<file path="config.mk">
export PLATFORM = sky130hd
export DESIGN_NAME = key_expansion
export DESIGN_NICKNAME = d
export VERILOG_FILES = /design/src/rtl/aes_pkg.sv /design/src/rtl/aes_subword.sv /design/src/rtl/key_expansion.sv
export SDC_FILE = /design/constraint.sdc
export NUM_CORES = 2
export LEC_CHECK = 0
export ABC_CLOCK_PERIOD_IN_PS = 5400
export BUFFER_PORTS_ARGS = -buffer_cell sky130_fd_sc_hd__buf_2
export CORE_AREA = 5 5 648 650
export CTS_CLUSTER_SIZE = 30
export DETAILED_ROUTE_END_ITERATION = 12
export DIE_AREA = 0 0 653 655
export PLACE_DENSITY = 0.4
export SETUP_SLACK_MARGIN = 0.2
export SLEW_MARGIN = 10
export SYNTH_ARGS = -nofsm -noshare
export SYNTH_HDL_FRONTEND = slang
export SYNTH_HIERARCHICAL = 1
export SYNTH_SLANG_ARGS = --single-unit
</file>
<file path="constraint.sdc">
create_clock -name clk -period 5.4 [get_ports clk]
set_input_delay 1.08 -clock clk [delete_from_list [all_inputs] [get_ports clk]]
set_output_delay 1.08 -clock clk [all_outputs]
set_load 0.01 [all_outputs]
</file>
<file path="src/rtl/aes_pkg.sv">
// ---------------------------------------------------------------------------
// aes_pkg
// Shared definitions for the AES key schedule:
//   - legal round counts and helpers that derive the key-word count (Nk)
//     and the total expanded word count (NW) from the round count
//   - FSM state encoding used by key_expansion
//   - the forward S-box table plus SubWord / RotWord / xtime helpers
// No ports; imported by aes_subword and key_expansion.
// ---------------------------------------------------------------------------
package aes_pkg;

    localparam int ROUNDS_AES128 = 10;
    localparam int ROUNDS_AES192 = 12;
    localparam int ROUNDS_AES256 = 14;

    localparam int DEFAULT_MAX_ROUND = ROUNDS_AES128;

    // Nk and NW for the default (AES-128) configuration.
    localparam int NK_DEFAULT = DEFAULT_MAX_ROUND - 6;
    localparam int NW_DEFAULT = 4 * (DEFAULT_MAX_ROUND + 1);

    // The window holding w[i-Nk..i-1] is sized for the largest key (AES-256).
    localparam int WINDOW_WORDS = 8;

    typedef enum logic [1:0] {
        IDLE   = 2'd0,
        EXPAND = 2'd1,
        DONE   = 2'd2
    } expandState_t;

    // Only 10, 12 and 14 rounds describe a real AES variant.
    function automatic bit isLegalRound(input int rounds);
        return (rounds == ROUNDS_AES128) ||
               (rounds == ROUNDS_AES192) ||
               (rounds == ROUNDS_AES256);
    endfunction

    // Number of 32-bit words in the cipher key (Nk).
    function automatic int keyWords(input int rounds);
        return rounds - 6;
    endfunction

    // Number of 32-bit words in the whole expanded schedule (NW).
    function automatic int totalWords(input int rounds);
        return 4 * (rounds + 1);
    endfunction

    // Forward S-box, entry 0 in the most significant byte.
    localparam logic [2047:0] SBOX_TABLE = {
        128'h637c777bf26b6fc53001672bfed7ab76,
        128'hca82c97dfa5947f0add4a2af9ca472c0,
        128'hb7fd9326363ff7cc34a5e5f171d83115,
        128'h04c723c31896059a071280e2eb27b275,
        128'h09832c1a1b6e5aa0523bd6b329e32f84,
        128'h53d100ed20fcb15b6acbbe394a4c58cf,
        128'hd0efaafb434d338545f9027f503c9fa8,
        128'h51a3408f929d38f5bcb6da2110fff3d2,
        128'hcd0c13ec5f974417c4a77e3d645d1973,
        128'h60814fdc222a908846eeb814de5e0bdb,
        128'he0323a0a4906245cc2d3ac629195e479,
        128'he7c8376d8dd54ea96c56f4ea657aae08,
        128'hba78252e1ca6b4c6e8dd741f4bbd8b8a,
        128'h703eb5664803f60e613557b986c11d9e,
        128'he1f8981169d98e949b1e87e9ce5528df,
        128'h8ca1890dbfe6426841992d0fb054bb16
    };

    // Single-byte S-box lookup.
    function automatic logic [7:0] sbox(input logic [7:0] b);
        return SBOX_TABLE[8 * (255 - int'(b)) +: 8];
    endfunction

    // Apply the S-box to every byte of a word.
    function automatic logic [31:0] subWord(input logic [31:0] w);
        return {sbox(w[31:24]), sbox(w[23:16]), sbox(w[15:8]), sbox(w[7:0])};
    endfunction

    // Cyclic left rotation by one byte: {a0,a1,a2,a3} -> {a1,a2,a3,a0}.
    function automatic logic [31:0] rotWord(input logic [31:0] w);
        return {w[23:0], w[31:24]};
    endfunction

    // Multiply by x in GF(2^8) modulo x^8+x^4+x^3+x+1 (0x11B).
    function automatic logic [7:0] xtime(input logic [7:0] b);
        return {b[6:0], 1'b0} ^ (b[7] ? 8'h1b : 8'h00);
    endfunction

endpackage

</file>
<file path="src/rtl/aes_subword.sv">
// ---------------------------------------------------------------------------
// aes_subword
// Purely combinational SubWord: four parallel S-box lookups on one word.
// Ports:
//   src     input  32  word to substitute
//   subbed  output 32  byte-wise S-box image of src
// ---------------------------------------------------------------------------
module aes_subword
    import aes_pkg::*;
(
    input  logic [31:0] src,
    output logic [31:0] subbed
);

    // Each byte goes through its own S-box lookup; no state, no clock.
    always_comb begin
        subbed = {sbox(src[31:24]), sbox(src[23:16]), sbox(src[15:8]), sbox(src[7:0])};
    end

endmodule

</file>
<file path="src/rtl/key_expansion.sv">
// ---------------------------------------------------------------------------
// key_expansion
// Iterative AES key schedule producing one 32-bit round-key word per clock.
// Supports AES-128/192/256 through maxRound (10, 12 or 14 only).
// Ports:
//   clk        input   1                  rising-edge clock
//   reset_n    input   1                  synchronous active-low reset
//   start      input   1                  begin expansion (honoured in IDLE/DONE)
//   key_in     input   256                cipher key, left-justified
//   busy       output  1                  expansion in progress
//   done       output  1                  one-cycle pulse on the last word
//   key_valid  output  1                  full_key complete and stable
//   full_key   output  128*(maxRound+1)   round keys, round 0 at the LSBs;
//                                         word w[i] sits at bits
//                                         [32*(i^3) +: 32]
// ---------------------------------------------------------------------------
module key_expansion
    import aes_pkg::*;
#(
    parameter int maxRound = DEFAULT_MAX_ROUND
) (
    input  logic                          clk,
    input  logic                          reset_n,
    input  logic                          start,
    input  logic [255:0]                  key_in,
    output logic                          busy,
    output logic                          done,
    output logic                          key_valid,
    output logic [128*(maxRound+1)-1:0]   full_key
);

    localparam int NK    = keyWords(maxRound);
    localparam int NW    = totalWords(maxRound);
    localparam int IDX_W = 6;

    expandState_t     state;
    logic [IDX_W-1:0] idx;
    logic [2:0]       wrap;
    logic [7:0]       rcon;
    logic [31:0]      win [WINDOW_WORDS];

    logic [31:0]      prevWord;
    logic [31:0]      oldestWord;
    logic [31:0]      subIn;
    logic [31:0]      subOut;
    logic [31:0]      temp;
    logic [31:0]      nextWord;

    // A single SubWord unit serves both the RotWord/rcon step at the start
    // of each Nk-word group and the extra AES-256 substitution mid-group,
    // since the two never happen on the same word.
    aes_subword subwordUnit (
        .src    (subIn),
        .subbed (subOut)
    );

    // Next-word datapath. The window keeps w[i-Nk] at slot 0 and w[i-1] at
    // slot Nk-1, so both operands are fixed slots. The wrap counter stands
    // in for i mod Nk so there is no divider anywhere.
    always_comb begin
        prevWord   = win[NK-1];
        oldestWord = win[0];
        subIn      = (wrap == 3'd0) ? rotWord(prevWord) : prevWord;
        temp       = prevWord;
        if (wrap == 3'd0) begin
            temp = subOut ^ {rcon, 24'h000000};
        end else if ((NK == 8) && (wrap == 3'd4)) begin
            temp = subOut;
        end
        nextWord = oldestWord ^ temp;
    end

    // Control FSM together with the window, rcon and full_key registers.
    // Loading copies the cipher key into the low Nk words of full_key and
    // primes the window; all eight window slots are loaded so every key_in
    // bit has a defined destination even when Nk < 8. Higher full_key words
    // from an earlier run are left alone until EXPAND overwrites them.
    // During EXPAND exactly one 32-bit slice of full_key changes per edge.
    // start is deliberately not looked at in EXPAND, so a stray pulse can
    // neither restart nor stretch an expansion already underway.
    always_ff @(posedge clk) begin
        if (!reset_n) begin
            state     <= IDLE;
            idx       <= '0;
            wrap      <= '0;
            rcon      <= 8'h01;
            busy      <= 1'b0;
            done      <= 1'b0;
            key_valid <= 1'b0;
            full_key  <= '0;
            for (int k = 0; k < WINDOW_WORDS; k++) begin
                win[k] <= '0;
            end
        end else begin
            done <= 1'b0;
            case (state)
                IDLE, DONE: begin
                    if (start) begin
                        for (int k = 0; k < WINDOW_WORDS; k++) begin
                            win[k] <= key_in[255-32*k -: 32];
                        end
                        for (int k = 0; k < NK; k++) begin
                            full_key[32*(k^3) +: 32] <= key_in[255-32*k -: 32];
                        end
                        idx       <= IDX_W'(NK);
                        wrap      <= 3'd0;
                        rcon      <= 8'h01;
                        key_valid <= 1'b0;
                        busy      <= 1'b1;
                        state     <= EXPAND;
                    end
                end
                EXPAND: begin
                    for (int w = NK; w < NW; w++) begin
                        if (idx == IDX_W'(w)) begin
                            full_key[32*(w^3) +: 32] <= nextWord;
                        end
                    end
                    for (int k = 0; k < WINDOW_WORDS - 1; k++) begin
                        if (k < NK - 1) begin
                            win[k] <= win[k+1];
                        end
                    end
                    win[NK-1] <= nextWord;
                    idx       <= idx + IDX_W'(1);
                    wrap      <= (wrap == 3'(NK - 1)) ? 3'd0 : wrap + 3'd1;
                    if (wrap == 3'd0) begin
                        rcon <= xtime(rcon);
                    end
                    if (idx == IDX_W'(NW - 1)) begin
                        state     <= DONE;
                        done      <= 1'b1;
                        key_valid <= 1'b1;
                        busy      <= 1'b0;
                    end
                end
                default: begin
                    state <= IDLE;
                end
            endcase
        end
    end

endmodule
</file>
## Word level (Yosys, flattened, before mapping)

Memory sizes are Yosys's and may differ from the RTL's.
Index checks and enable logic that the tools add are counted.
W data, S select, Z words.

| word-level totals | value |
|---|---|
| bits in registers | 1430 |
| output and inout bits | 1411 |
| memory bits (writable) | 256 |
| logic and storage cells | 211 |
| memories kept | 1 |
| input bits | 259 |

Memories:

| memory | depth | bits a word | rd ports | clocked after memory_dff | write ports | line | text |
|---|---|---|---|---|---|---|---|
| win | 8 | 32 | 4 | 0 | 8 | key_expansion.sv:40 | `logic [31:0] win [WINDOW_WORDS];` |

| cells by class | value |
|---|---|
| equality and inequality tests | 46 |
| multiplexer cells | 41 |
| reduce and logical (&&, ||, !) cells | 50 |
| add/subtract/negate cells | 6 |
| bitwise logic cells | 15 |
| shifts and indexed selects | 4 |

Operator list:

| kind | number |
|---|---|
| $shiftx A2048 B32 Y8 const A | 4 |
| $mux W32 | 14 |
| $eq A6 B5 Y1 const B | 16 |
| $reduce_and A2 Y1 | 44 |
| $eq A6 B6 Y1 const B | 12 |
| $xor A32 B32 Y32 | 2 |
| $eq A6 B4 Y1 const B | 8 |
| $sub A8 B8 Y9 const A | 4 |
| $eq A6 B3 Y1 const B | 4 |
| $mux W8 | 2 |
| $pmux W8 S2 | 1 |
| $mux W1 | 13 |
| $or A1 B1 Y1 | 12 |
| $pmux W6 S2 | 1 |
| $xor A8 B5 Y8 | 1 |
| $add A6 B1 Y6 const B | 1 |
| $mux W3 | 2 |
| $mux W6 | 1 |
| $ne A2 B2 Y1 const B | 3 |
| $pmux W3 S2 | 1 |
| $reduce_and A3 Y1 | 2 |
| $mux W5 | 1 |
| $mux W2 | 2 |
| $pmux W1 S2 | 2 |
| 9 further kinds | 9 |

## Depth between registers and ports, before layout

| logic depth | value |
|---|---|
| depth after elaboration | 8 |
| depth in mapped cells | 24 |
| mapped depth without buffers | 17 |

## By module

The synthesis kept the hierarchy.

By module, submodules not included:

| module | instances | cells an instance | seq. area each (µm²) | area an instance (µm²) |
|---|---|---|---|---|
| key_expansion | 1 | 5643 | 32471.1 | 54263.3 |
| aes_subword | 1 | 2194 | 0.0 | 13446.6 |

## Worst setup path before layout

No wires, ideal clock.

| timing path | value |
|---|---|
| path type | input to register |
| start point | input start |
| end point | memory win[3][4] (netlist: win[0][100]), enable pin |
| data required time | 4260 ps |
| data arrival time | 4032 ps |
| buffers on the path | 3 |
| setup slack | 228 ps |
| cell stages on the path | 5 |
| setup time | 1140 ps |
| cell sequence | nand2b_1 -> clkbuf_1 -> buf_2 -> buf_1 -> nand3_1 |

RTL lines:

| element | line | text |
|---|---|---|
| from (decl) | key_expansion.sv:24 | `input logic start,` |
| to (decl) | key_expansion.sv:40 |  |

## Worst setup path in the final report

| timing path | value |
|---|---|
| start point | register wrap[0] |
| end point | register full_key[505] |

| on the way | value |
|---|---|
| cells in the longest elaborated chain, start to end | 7 |

RTL lines:

| element | line | text |
|---|---|---|
| from (decl) | key_expansion.sv:38 | `logic [2:0] wrap;` |
| from (signal assigned) | key_expansion.sv:126 | `wrap <= (wrap == 3'(NK - 1)) ? 3'd0 : wrap + 3'd1;` |
| $logic_not A3 Y1 | key_expansion.sv:63 | `subIn = (wrap == 3'd0) ? rotWord(prevWord) : prevWord;` |
| $mux W32 | key_expansion.sv:63 |  |
| via subIn[25] | key_expansion.sv:44 | `logic [31:0] subIn;` |
| $sub A8 B8 Y9 | aes_pkg.sv:70 | `return SBOX_TABLE[8 * (255 - int'(b)) +: 8];` |
| $shiftx A2048 B32 Y8 | aes_pkg.sv:70 |  |
| via subOut[25] | key_expansion.sv:45 | `logic [31:0] subOut;` |
| $xor A32 B32 Y32 | key_expansion.sv:66 | `temp = subOut ^ {rcon, 24'h000000};` |
| $mux W32 | key_expansion.sv:65 | `if (wrap == 3'd0) begin` |
| $xor A32 B32 Y32 | key_expansion.sv:70 | `nextWord = oldestWord ^ temp;` |
| to (signal, indexed assignment) | key_expansion.sv:103 | `full_key[32*(k^3) +: 32] <= key_in[255-32*k -: 32];` |
| to (signal, indexed assignment) | key_expansion.sv:116 | `full_key[32*(w^3) +: 32] <= nextWord;` |
| to (decl) | key_expansion.sv:29 | `output logic [128*(maxRound+1)-1:0] full_key` |

The timed path passes the listed nets, and every way through them passes these cells.
A chain may end at the register's enable or synchronous reset.

==> results.rst <==
.. list-table::
   :header-rows: 1

   * - Metric
     - Value
   * - Met3 wirelength from detailed routing
     - 33300 um
   * - Initial DRT Pass Iterations
     - 7
   * - Clock latency at the later pin of the worst-skew pair
     - approximately 900 ps
   * - Tot GR Track Use
     - about 18%
   * - Area of the mapped netlist
     - a little under 70000 um^2
   * - DR vias/cell
     - roughly 4.6
   * - Sort of element at the start of the critical path
     - flop
   * - Crit path time final
     - roughly 5100 ps
   * - Area inside the core boundary
     - 413000 um^2
   * - Clock tree from TritonCTS
     - done
   * - Count of nets after finishing
     - ~9500
   * - Main area contributors after synthesis
     - sky130_fd_sc_hd__dfxtp_1, sky130_fd_sc_hd__nand2_1, sky130_fd_sc_hd__o22ai_1
   * - Status
     - finished, final reports clean
   * - Fin Clk Skew
     - between 90 and 100 ps
   * - Initial antenna violation count
     - 41
   * - Data required time of the critical path
     - about 6100 ps
   * - Critical path peak fanout
     - 12
   * - Series of cell instances along the critical path
     - inv_1, ha_1, nand2b_1, nand2_1, nand2_1, clkinv_1, ha_2, buf_4, nand2b_1, nand2_1, mux4_2, a22o_1, a211oi_2, buf_4, xor2_1, mux2i_1, xor2_4, buf_12, buf_12, a21oi_1
   * - Async set-reset flop share out of synthesis
     - 0%
   * - Maximum level of the CTS H-tree
     - 4
   * - Part of the Yosys area used for sequential elements
     - between 40 and 50%
   * - Avg Synthesized Cell Area
     - ~8.6 um^2
   * - Most prevalent standard cell on the critical path
     - sky130_fd_sc_hd__nand2_1
   * - Net count of the mapped netlist
     - 8162
   * - Number of setup violations in the final report
     - 0
   * - Number of instances on the worst hold path
     - 2
   * - Area share of the leading cell type in the synthesized netlist
     - a little over two fifths
   * - Fraction of layout instances using a drive strength above 1
     - about 28%
   * - Clock sinks
     - about 1600
   * - Headroom to the max-slew limit
     - 19.9%
   * - Ratio of total power to cell area
     - 525 nW/um^2
   * - Flip-flop cell with the highest count after synthesis
     - sky130_fd_sc_hd__dfxtp_1
   * - First-pass GRT wire length
     - ~560000 um
   * - Worst vdd rail ir drop
     - 0.538 mV
   * - Sum of overflow across all layers after global routing
     - 0
   * - Min-Delay Startpoint
     - full_key[110]
   * - Width of the chip
     - between 600 and 700 um
   * - Total number of yosys warnings
     - 6
   * - Clock buffer depth
     - 4
   * - Area of the die
     - 428000 um^2
   * - Average wire per cell in the routed design
     - between 20 and 30 um
   * - Pin count of the biggest net entering global routing
     - between 100 and 150
   * - Wire length on met1
     - ~170000 um
   * - TritonCTS Buffers
     - 190
   * - Worst Path Arrival
     - roughly 5800 ps
   * - Buffer and inverter count on the worst path
     - 6
   * - I/O Buffers
     - roughly 1500
   * - Worst-case reg-to-reg path depth
     - 20
   * - Remaining number of nets flagged by the antenna check after routing
     - 0
   * - Count of final hold-check violations
     - 0
   * - Top achievable clock speed
     - about 0.20 GHz
   * - Root cell of the clock tree
     - sky130_fd_sc_hd__clkbuf_16
   * - Vertical die dimension
     - 655 um
   * - Top Metal Used
     - met4
   * - Last weighted congestion value of the routability-driven placer
     - approximately 0.94
   * - Initial core utilization
     - ~16%
   * - Hold crit path type
     - flop to flop
   * - List of most frequent post-synthesis cells
     - sky130_fd_sc_hd__nand2_1, sky130_fd_sc_hd__dfxtp_1, sky130_fd_sc_hd__o22ai_1
   * - Worst stage delay on the critical path
     - approximately 470 ps
   * - Synth unique cells
     - 95
   * - Slew @ Worst Pin
     - around 1200 ps
   * - Drc violations
     - 0
   * - Worst reg2reg startpoint
     - wrap[0]
   * - Library cell occupying the most area in the post-synthesis netlist
     - sky130_fd_sc_hd__dfxtp_1
   * - Wire length on met2
     - between 150000 and 200000 um
   * - Element type at the critical path end
     - flop
   * - Count of boundary I/O pins
     - 1670
   * - Most instantiated library cell after synthesis
     - sky130_fd_sc_hd__nand2_1
   * - Post-DP HPWL
     - roughly 300000 um
   * - Capture endpoint of the worst hold path
     - full_key[110]
   * - Layout-stage area growth over the synthesis result
     - 33.9%
   * - Gate Count Post-Synth
     - around 8000
   * - Category of the most critical setup path
     - flop to flop
   * - Total Wirelength
     - around 420000 um
   * - Vias post-DR
     - roughly 68000
   * - Standby leakage power
     - 0.0374 uW
   * - Count of final max-slew check failures
     - 0
   * - Share of the clock period used by the worst path
     - 93.7%
   * - Setup repair after global routing missed its margin
     - false
   * - Final Total Pwr
     - roughly 48000 uW
   * - First-iteration detailed-routing DRC count
     - 6551
   * - Clk pin slew, worst setup/hold paths
     - about 90 ps
   * - Maximum capacitance violations
     - 0
   * - Number of synthesized flops with an enable pin
     - approximately 130
   * - RR Endpoint
     - full_key[505]
   * - Internal reg-to-reg setup slack
     - roughly 340 ps
   * - Number of flip-flops and latches in the synthesized netlist
     - about 1600
   * - Sum of negative setup slack
     - 0 ps
   * - Crit-path leading delay family
     - buffers and inverters
   * - Row Count
     - 236
   * - Via count of the first global-routing pass
     - approximately 65000
   * - Core utilization of the finished layout
     - about 22%
   * - Slowest-stage cell, CP
     - sky130_fd_sc_hd__mux4_2
==> worst reg2reg max path, stage by stage, from the launching register on <==
cell and delay [ps]:
sky130_fd_sc_hd__dfxtp_1 360, sky130_fd_sc_hd__inv_1 70, sky130_fd_sc_hd__ha_1 220, sky130_fd_sc_hd__nand2b_1 210, sky130_fd_sc_hd__nand2_1 90, sky130_fd_sc_hd__nand2_1 160, sky130_fd_sc_hd__clkinv_1 200, sky130_fd_sc_hd__ha_2 450
sky130_fd_sc_hd__buf_4 240, sky130_fd_sc_hd__nand2b_1 230, sky130_fd_sc_hd__nand2_1 60, sky130_fd_sc_hd__mux4_2 470, sky130_fd_sc_hd__a22o_1 250, sky130_fd_sc_hd__a211oi_2 270, sky130_fd_sc_hd__buf_4 170, sky130_fd_sc_hd__xor2_1 340
sky130_fd_sc_hd__mux2i_1 260, sky130_fd_sc_hd__xor2_4 220, sky130_fd_sc_hd__buf_12 250, sky130_fd_sc_hd__buf_12 340, sky130_fd_sc_hd__a21oi_1 70
==> metal layers <==
layer,global-route usage [%],vias to the layer above
met1,22.7,33617
met2,30.4,2930
li1,-,30899
met4,7.05,0
met5,0,-
met3,4.57,542
==> worst max-delay path by stage <==
| stage | startpoint | endpoint | slack, ps | cells past startpoint |
|---|---|---|---|---|
| 3_5_place_dp | wrap[0] | full_key[537] | 340 | 19 |
| 3_3_place_gp | wrap[0] | full_key[537] | 310 | 20 |
| 2_1_floorplan | start | win[0][100] | 230 | 5 |
| 4_1_cts | wrap[0] | full_key[505] | 340 | 19 |
| 5_1_grt | wrap[0] | full_key[270] | 220 | 22 |
| 6_report | wrap[0] | full_key[505] | 340 | 20 |
==> cell type report <==
type / instances / area (um^2)
fillers: 45656 / 322000
inverters: 44 / 165
clock buffers: 277 / 5640
diodes: 26 / 65.1
repair buffers: 2031 / 12800
multi-input cells: 5328 / 31900
well taps: 5474 / 6850
clock inverters: 65 / 785
flip-flops and latches: 1558 / 32500
==> per-stage QoR <==
stage / cell area, um^2 / cells / setup slack [ps] / hold slack (ps)
3_5_place_dp: 84100 / 14435 / 342 / 453
2_1_floorplan: 67700 / 7837 / 228 / 440
4_1_cts: 90600 / 14777 / 343 / 353
3_3_place_gp: 84100 / 14435 / 313 / 448
6_report: 90700 / 14803 / 342 / 458
5_1_grt: 90600 / 14791 / 216 / 420
==> placed cells by master (no fill, tap or decap), types with 20 or more instances in the layout <==
master	n
sky130_fd_sc_hd__mux2i_1	52
sky130_fd_sc_hd__or3_1	21
sky130_fd_sc_hd__a22o_1	98
sky130_fd_sc_hd__ha_1	60
sky130_fd_sc_hd__mux4_2	20
sky130_fd_sc_hd__clkbuf_8	47
sky130_fd_sc_hd__o22ai_1	841
sky130_fd_sc_hd__edfxtp_1	128
sky130_fd_sc_hd__nand2_1	1573
sky130_fd_sc_hd__nor3_1	92
sky130_fd_sc_hd__a21boi_0	142
sky130_fd_sc_hd__a21oi_1	521
sky130_fd_sc_hd__xor2_4	32
sky130_fd_sc_hd__dfxtp_1	1430
sky130_fd_sc_hd__clkinv_2	24
sky130_fd_sc_hd__o22ai_2	137
sky130_fd_sc_hd__inv_1	34
sky130_fd_sc_hd__o211ai_1	49
sky130_fd_sc_hd__clkbuf_16	194
sky130_fd_sc_hd__a311oi_1	52
sky130_fd_sc_hd__diode_2	26
sky130_fd_sc_hd__buf_2	1540
sky130_fd_sc_hd__a31oi_1	43
sky130_fd_sc_hd__clkbuf_1	34
sky130_fd_sc_hd__nor2_1	177
sky130_fd_sc_hd__buf_12	112
sky130_fd_sc_hd__buf_4	378
sky130_fd_sc_hd__o21ai_0	520
sky130_fd_sc_hd__nand2b_1	85
sky130_fd_sc_hd__nand3_1	82
sky130_fd_sc_hd__o311ai_0	58
sky130_fd_sc_hd__and2_1	29
sky130_fd_sc_hd__nor2b_1	82
sky130_fd_sc_hd__a211oi_1	56
sky130_fd_sc_hd__o21ai_1	35
==> registers in the layout (all words and copies together) (netlist names) <==
register / cells
wrap: 3
full_key: 1408
rcon: 8
busy: 1
idx: 6
done: 1
key_valid: 1
state: 2
win: 128
==> kinds of logic (layout without fill, tap and decap cells) <==
family / Yosys count / after routing / synth area share (%)
AO/OA/AOI/OAI: 2804 / 2804 / 27.4
XOR/XNOR: 57 / 57 / 0.737
adder cells (fa/ha/maj): 66 / 66 / 1.22
buffers and inverters: 951 / 2417 / 6.23
flip-flops: 1558 / 1558 / 48.0
multiplexers: 80 / 80 / 1.57
other: 0 / 26 / 0
AND/OR/NAND/NOR: 2321 / 2321 / 14.9
==> power breakdown <==
group	internal, uW	switching, uW	leakage [uW]
Clock	7680	5610	0.00316
Combinational	6130	15900	0.0213
Sequential	11900	304	0.0130
==> what timing repair did <==
item,in CTS,in global routing
resized for setup,0,12
setup endpoints to repair,0,186
hold buffers,0,0
setup buffers,0,0
(Power assumes the default switching activity.)
